$ cat config.mk
export PLATFORM = sky130hd
export DESIGN_NAME = instr_fetch_unit
export DESIGN_NICKNAME = d
export VERILOG_FILES = /design/src/rtl/instr_fetch_unit_pkg.sv /design/src/rtl/instr_fetch_unit_pc_gen.sv /design/src/rtl/instr_fetch_unit.sv
export SDC_FILE = /design/constraint.sdc
export NUM_CORES = 1
export LEC_CHECK = 0
export BUFFER_PORTS_ARGS = -buffer_cell sky130_fd_sc_hd__buf_2
export CORE_UTILIZATION = 52
export CTS_CLUSTER_SIZE = 24
export DETAILED_ROUTE_END_ITERATION = 10
export PLACE_DENSITY = 0.84
export SYNTH_ARGS = -nofsm -noshare
export SYNTH_HDL_FRONTEND = slang
export SYNTH_SLANG_ARGS = --single-unit
$ cat constraint.sdc
create_clock -name clk -period 2.8 [get_ports clk]
set_input_delay 0.28 -clock clk [delete_from_list [all_inputs] [get_ports clk]]
set_output_delay 0.28 -clock clk [all_outputs]
set_load 0.02 [all_outputs]
$ cat src/rtl/instr_fetch_unit_pkg.sv
// Shared definitions for the 16-bit core fetch path: instruction width,
// PC step, fetch FSM encodings and the default reset PC.
package instr_fetch_unit_pkg;

    localparam int ILEN = 16;
    localparam logic [ILEN-1:0] PC_STEP          = 16'd2;
    localparam logic [ILEN-1:0] RESET_PC_DEFAULT = 16'h0000;

    typedef enum logic [1:0] {
        ST_IDLE  = 2'd0,
        ST_RUN   = 2'd1,
        ST_FAULT = 2'd2
    } fetch_state_e;

    // Opcode field of an instruction word, for decode-side users of the package.
    function automatic logic [3:0] opcode_of(input logic [ILEN-1:0] instr);
        return instr[15:12];
    endfunction

endpackage

$ cat src/rtl/instr_fetch_unit_pc_gen.sv
// PC register with next-PC selection (redirect / advance / hold) and the
// implemented-memory range checks for the current PC and a redirect target.
module instr_fetch_unit_pc_gen
    import instr_fetch_unit_pkg::*;
#(
    parameter logic [ILEN-1:0] RESET_PC   = RESET_PC_DEFAULT,
    parameter int              IMEM_WORDS = 256
) (
    input  logic            clk,
    input  logic            rst_n,
    input  logic            redirect_valid,
    input  logic [ILEN-1:0] redirect_target,
    input  logic            advance,
    output logic [ILEN-1:0] pc,
    output logic            pc_in_range,
    output logic            target_in_range
);

    logic [ILEN-1:0] target_aligned;
    logic [ILEN-1:0] pc_nxt;
    logic            unused_target_b0;

    // Word index must fall inside the implemented memory depth.
    function automatic logic word_in_range(input logic [ILEN-1:0] byte_addr);
        return {17'd0, byte_addr[ILEN-1:1]} < $unsigned(IMEM_WORDS);
    endfunction

    // Targets are halfword aligned; bit 0 of the requested target is dropped.
    assign target_aligned   = {redirect_target[ILEN-1:1], 1'b0};
    assign unused_target_b0 = redirect_target[0];

    assign pc_in_range     = word_in_range(pc);
    assign target_in_range = word_in_range(target_aligned);

    // Next-PC select: redirect wins over sequential advance; otherwise hold.
    always_comb begin
        pc_nxt = pc;
        if (redirect_valid) begin
            pc_nxt = target_aligned;
        end else if (advance) begin
            pc_nxt = pc + PC_STEP;
        end
    end

    // PC register.
    always_ff @(posedge clk or negedge rst_n) begin
        if (!rst_n) begin
            pc <= RESET_PC;
        end else begin
            pc <= pc_nxt;
        end
    end

endmodule

$ cat src/rtl/instr_fetch_unit.sv
// Fetch stage: FSM, instruction register and valid/ready handoff to decode.
//
//  state    | meaning
//  ---------+------------------------------------------------------------
//  ST_IDLE  | fetching disabled; PC frozen unless redirected
//  ST_RUN   | one fetch per cycle while the IR slot is free
//  ST_FAULT | PC left implemented memory; waits for an in-range redirect
module instr_fetch_unit
    import instr_fetch_unit_pkg::*;
#(
    parameter logic [ILEN-1:0] RESET_PC   = RESET_PC_DEFAULT,
    parameter int              IMEM_WORDS = 256
) (
    input  logic            clk,
    input  logic            rst_n,
    input  logic            fetch_en,
    output logic [ILEN-1:0] imem_addr,
    input  logic [ILEN-1:0] imem_instr,
    input  logic            redirect_valid,
    input  logic [ILEN-1:0] redirect_target,
    output logic            if_valid,
    input  logic            if_ready,
    output logic [ILEN-1:0] ir,
    output logic [ILEN-1:0] ir_pc,
    output logic [ILEN-1:0] ir_pc_next,
    output logic            fetch_fault
);

    fetch_state_e    state, state_nxt;
    logic [ILEN-1:0] pc;
    logic            pc_in_range;
    logic            target_in_range;
    logic            slot_free;
    logic            do_fetch;
    logic            clr_valid;
    logic            set_fault;

    instr_fetch_unit_pc_gen #(
        .RESET_PC   (RESET_PC),
        .IMEM_WORDS (IMEM_WORDS)
    ) u_pc_gen (
        .clk             (clk),
        .rst_n           (rst_n),
        .redirect_valid  (redirect_valid),
        .redirect_target (redirect_target),
        .advance         (do_fetch),
        .pc              (pc),
        .pc_in_range     (pc_in_range),
        .target_in_range (target_in_range)
    );

    assign imem_addr = pc;
    assign slot_free = !if_valid || if_ready;

    // FSM state register.
    always_ff @(posedge clk or negedge rst_n) begin
        if (!rst_n) begin
            state <= ST_IDLE;
        end else begin
            state <= state_nxt;
        end
    end

    // Next state and per-cycle datapath controls; a redirect overrides everything.
    always_comb begin
        state_nxt = state;
        do_fetch  = 1'b0;
        clr_valid = slot_free;
        set_fault = 1'b0;
        unique case (state)
            ST_IDLE: begin
                if (fetch_en) state_nxt = ST_RUN;
            end
            ST_RUN: begin
                if (!fetch_en) begin
                    state_nxt = ST_IDLE;
                end else if (!pc_in_range) begin
                    state_nxt = ST_FAULT;
                    set_fault = 1'b1;
                end else if (slot_free) begin
                    do_fetch = 1'b1;
                end
            end
            ST_FAULT: begin
                state_nxt = ST_FAULT;
            end
            default: begin
                state_nxt = ST_IDLE;
            end
        endcase
        if (redirect_valid) begin
            do_fetch  = 1'b0;
            set_fault = 1'b0;
            clr_valid = 1'b1;
            // Only an in-range target may pull the unit out of FAULT.
            if (state == ST_FAULT && !target_in_range) begin
                state_nxt = ST_FAULT;
            end else begin
                state_nxt = fetch_en ? ST_RUN : ST_IDLE;
            end
        end
    end

    // Instruction register and valid flag; ir stays stable until accepted.
    always_ff @(posedge clk or negedge rst_n) begin
        if (!rst_n) begin
            ir         <= '0;
            ir_pc      <= '0;
            ir_pc_next <= PC_STEP;
            if_valid   <= 1'b0;
        end else if (do_fetch) begin
            ir         <= imem_instr;
            ir_pc      <= pc;
            ir_pc_next <= pc + PC_STEP;
            if_valid   <= 1'b1;
        end else if (clr_valid) begin
            if_valid   <= 1'b0;
        end
    end

    // Sticky fault flag, cleared only by reset.
    always_ff @(posedge clk or negedge rst_n) begin
        if (!rst_n) begin
            fetch_fault <= 1'b0;
        end else if (set_fault) begin
            fetch_fault <= 1'b1;
        end
    end

endmodule

* Word level (Yosys, flattened, before mapping)
Index checks and enable logic that the tools add are counted.
** Word-level totals
- Register bits after elaboration :: 68
- Logic and storage cells :: 43
- Memory bits (writable) :: 0
- Memory bits (read-only) :: 0
- Output and inout port bits :: 66
- Latch bits :: 0
- Memories kept :: 0
- Input port bits :: 37
** Operators by class
- Bitwise gates (word level) :: 0
- $add $sub $neg :: 1
- Equal/unequal tests :: 4
- Order comparisons :: 2
- Multiply operators :: 0
- Reduce and logical (&&, ||, !) cells :: 8
- Shifts and indexed selects :: 0
- Divide/modulo/power cells :: 0
- Muxes and demuxes :: 21
** Operators with widths (count)
- 2-to-1 mux 16 bit :: 2
- < comparator 15 x 9 -> 1 bit (second input constant) :: 2
- adder 16 x 2 -> 16 bit (second input constant) :: 1
- 2-to-1 mux 1 bit :: 13
- 2-to-1 mux 2 bit :: 5
- one-hot mux 2 bit (3 select lines) :: 1
- != test 4 bit (second input constant) :: 1
- nonzero test 2 bit :: 2
- != test 3 bit (second input constant) :: 1
- == test 2 x 1 -> 1 bit (second input constant) :: 1
- == test 2 bit (second input constant) :: 1
- zero test 1 bit :: 2
- zero test 2 bit :: 1
- AND reduction 2 bit :: 1
- logical AND 1 bit :: 1
- logical OR 1 bit :: 1

* Depth between registers and ports, before layout
- Depth in word-level cells :: 9
- Depth in mapped cells :: 6
- Gate-level depth less buffers :: 5

* Hierarchy
A second synthesis with hierarchy kept.
** Unflattened totals
- Cell total of the unflattened synthesis :: 267
- Area, all modules :: 3228.1 µm²
** By module, submodules not included
- instr_fetch_unit :: area each 2327.2 µm², cells an instance 173, times used 1, seq. area each 1277.5 µm²
- instr_fetch_unit_pc_gen :: area each 900.9 µm², cells an instance 94, times used 1, seq. area each 375.4 µm²

* Worst setup path after synthesis
OpenSTA, ideal clock, no wires.
- Kind :: register to register
- From :: reg u_pc_gen.pc[11]
- To :: reg ir[10]
- Path buffers :: 1
- Arrival :: 1.786 ns
- Required time :: 2.675 ns
- Period minus slack after synthesis :: 1.911 ns
- Setup time :: 0.125 ns
- Setup slack :: 0.889 ns
- Stages on the path, launching flop included :: 6
- Cells stage by stage :: dfrtp_1 nor4_4 nand4_2 nor2_2 buf_2 mux2_2
** On the way
- Word-level cells in the longest chain between the ends :: 5
** RTL lines
- start, declared :: RTL line instr_fetch_unit_pc_gen.sv:14 : output logic [ILEN-1:0] pc,
- start signal, assigned :: RTL line instr_fetch_unit_pc_gen.sv:50 : pc <= pc_nxt;
- < comparator 15 x 9 -> 1 bit :: RTL line instr_fetch_unit_pc_gen.sv:25 : return {17'd0, byte_addr[ILEN-1:1]} < $unsigned(IMEM_WORDS);
- 2-to-1 mux 1 bit :: RTL line instr_fetch_unit.sv:77 : end else if (!pc_in_range) begin
- 2-to-1 mux 1 bit :: RTL line instr_fetch_unit.sv:75 : if (!fetch_en) begin
- 2-to-1 mux 1 bit :: RTL line instr_fetch_unit.sv:70 : unique case (state)
- 2-to-1 mux 1 bit :: RTL line instr_fetch_unit.sv:91 : if (redirect_valid) begin
- end signal, assigned :: RTL line instr_fetch_unit.sv:112 : ir <= imem_instr;
- end, declared :: RTL line instr_fetch_unit.sv:23 : output logic [ILEN-1:0] ir,
Every way passes these cells.
A chain may end at the register's enable or synchronous reset.

* Final worst setup path
- From :: reg u_pc_gen.pc[11]
- To :: reg u_pc_gen.pc[8]
** On the way
- Word-level cells in the longest chain between the ends :: 6
** RTL lines (RTL line)
- < comparator 15 x 9 -> 1 bit :: instr_fetch_unit_pc_gen.sv:25
- 2-to-1 mux 1 bit :: instr_fetch_unit.sv:77
- 2-to-1 mux 1 bit :: instr_fetch_unit.sv:75
- 2-to-1 mux 1 bit :: instr_fetch_unit.sv:70
- 2-to-1 mux 1 bit :: instr_fetch_unit.sv:91
- nonzero test 2 bit (no source line)
Every way passes these cells.

==> metrics <==
Cell Pwr Density=between 600 and 700 mW/mm^2; antenna violations before repair=0; Fin Clk Skew=about 6.8 ps; DRT iter0 DRCs=80; vias in the first global route=1853; Die X=about 74 um; kind of critical path=reg2reg; cell count along the critical path=5; Async SR Flop Fraction=100%; element type at the critical path end=flop; Worst Hold Class=in2reg; most frequent cells in the layout=buf_2 (98), dfrtp_1 (64), mux2_2 (37), nor2b_1 (13); Slew @ Worst Pin=541 ps; Root Driver=clkbuf_8; later-pin clock latency in the skew report=330 ps; Port Buffers=98; vias per inst=between 5 and 6; crit-path leading delay family=simple AND/OR/NAND/NOR gates; WL per Instance=approximately 14 um; sequential share of the synthesized area=60.3%; Seq cells post-synth=65; Hold Crit Depth=3; first-pass GRT wire length=about 8.5 mm; Reg2Reg Depth=5; Final Cycle Share=77.1%; Congestion Overflow GR=0; Critical Path AT=2390 ps; number of antenna-violating nets in the routed design=0; share of cells above drive strength 1=50.5%; clock sink count=65; Post-Syn Area=about 0.0027 mm^2; DIE AREA=between 0.005 and 0.006 mm^2; multi-input logic area=0.00100 mm^2; main flop type after synthesis=dfrtp_1; slowest stage cell, crit path=or4_1; Avg Inst Size Synth=about 13 um^2; # fillers=about 370; die extent in y=74.1 um; GRT Total Usage=a little over a fifth; Setup crit start kind=flop; CTS tree=yes; antenna cell count=0; Post-CTS Setup Bufs=0; Layout area overhead=29.6%; commonest non-fill, non-tap cell in the layout=buf_2; RSZ-0062 raised after global routing=no; deepest clock path buffer count=2; Starting Density=between 50% and 60%; largest net degree at the start of global routing=45; Worst setup startpoint=u_pc_gen.pc[11]$_DFFE_PN0P_; Final Max Tran Viols=0; setup_tns=0 ps; Worst EP required=~3000 ps; yosys warns=0; Final Core Density=72.2%; row cnt=25; final setup fails=0; CP peak stage delay=~520 ps; Distinct cells, synth=37; DPL Wire Length=around 3.7 mm; remaining routing DRC violations=0; leak pwr=~1.9 nW; drt first pass iters=6; cts bufs inserted=9; Final nets=between 300 and 400; Power Total=around 2.2 mW; Cells after Synth=approximately 210; EDFF count, synth=0; Crit Path Max Fanout=15; min-delay src=redirect_target[1]; H-tree lvl count=3; Max-slew headroom=63.9%; Peak VDD IR=approximately 470 uV; Final Hold Viols=0; Crit path buffers/inverters=1; io pins=103; sequential cell area=around 0.0016 mm^2; routability congestion estimate=a little over 0.7; fmax=464 MHz; DR vias=roughly 2000; core area=between 0.004 and 0.005 mm^2; status=completed; worst path cell trace=nor4_4 > nand4_2 > buf_4 > or4_1 > a31oi_1; clock-pin transition on the worst setup and hold timing paths=~70 ps; fin crit period=around 2200 ps; drt total wl=5.43 mm; R2R Path Start=u_pc_gen.pc[11]$_DFFE_PN0P_; max cap viols=0
==> Yosys cell counts (2+ instances only) <==
cell type,number,area (um^2)
buf_4,5,37.5
a21boi_0,2,15.0
nor2b_1,13,81.3
or3_1,5,31.3
clkbuf_1,5,18.8
nand2_1,8,30.0
nor2_1,9,33.8
xnor2_1,4,35.0
nand3_1,4,20.0
o31ai_1,4,30.0
o21ai_0,10,50.1
mux2_2,37,417
or4_1,3,22.5
xor2_1,3,26.3
nand2b_1,2,12.5
a31oi_1,7,43.8
dfrtp_1,64,1600
inv_1,2,7.51
==> timing repair <==
| action | CTS | global route |
|---|---|---|
| gates resized for setup | 0 | 0 |
| hold buffers | 1 | 0 |
| endpoints found under the hold margin | 21 | 0 |
==> power by group <==
group	internal (mW)	switching, mW	total [mW]
registers	0.975	0.0438	1.02
clock network	0.614	0.335	0.950
logic	0.0846	0.124	0.209
==> registers in the layout (all words and copies together), names as in the netlist <==
| signal | count |
|---|---|
| ir_pc_next | 15 |
| state | 2 |
| ir | 16 |
| fetch_fault | 1 |
| ir_pc | 15 |
| u_pc_gen.pc | 15 |
| if_valid | 1 |
==> cells by family (layout without fill, tap and decap cells) <==
logic type / after synthesis / in the layout / synth area share [%]
buf+inv: 15 / 120 / 3.10
xor+xnor: 7 / 7 / 2.27
mux: 38 / 38 / 15.8
compound gates: 28 / 28 / 6.63
other cells: 1 / 3 / 0.139
fa+ha+maj: 1 / 1 / 0.463
simple gates: 51 / 51 / 11.3
flops: 65 / 65 / 60.3
==> path summary, 6_finish.rpt <==
path,to,slack (ps)
worst max-delay path,u_pc_gen.pc[8]$_DFFE_PN0P_,640
worst min-delay path,u_pc_gen.pc[1]$_DFFE_PN0P_,170
worst max register to register,u_pc_gen.pc[8]$_DFFE_PN0P_,640
worst min register to register,fetch_fault$_DFFE_PN0P_,490
max in group asynchronous,ir_pc_next[1]$_DFFE_PN1P_,1430
min in group asynchronous,ir[13]$_DFFE_PN0P_,430
==> metal layers <==
metal | share of wire, % | vias to the layer above | track usage [%]
li1 | - | 934 | -
met1 | 45 | 966 | 27.4
met2 | 46 | 84 | 32.7
met3 | 6.2 | 10 | 5.56
met4 | 2.0 | 0 | 11.1
met5 | 0 | - | 0
==> metrics by stage <==
stage	area, um^2	cells	hold WS [ps]	setup slack, ps
after floorplan	2710	208	-15.6	889
after global placement	3250	363	251	809
after detailed placement	3250	363	268	734
after CTS	3500	380	157	625
after global routing	3500	380	163	539
final	3500	380	168	643
==> cell type report <==
class                           count  share of cell area (%)
Multi-Input combinational cell    128                    28.6
Clock buffer                       11                    4.04
Timing Repair Buffer              102                    15.3
Inverter                            2                   0.215
Tap cell                           67                    2.40
Sequential cell                    65                    46.5
Clock inverter                      5                    2.93
==> tightest hold or removal path: cells and delay by family <==
family | cells | cell delay, ps
compound gates | 1 | 60
simple gates | 1 | 40
buf+inv | 1 | 70
(Power assumes the default switching activity.)
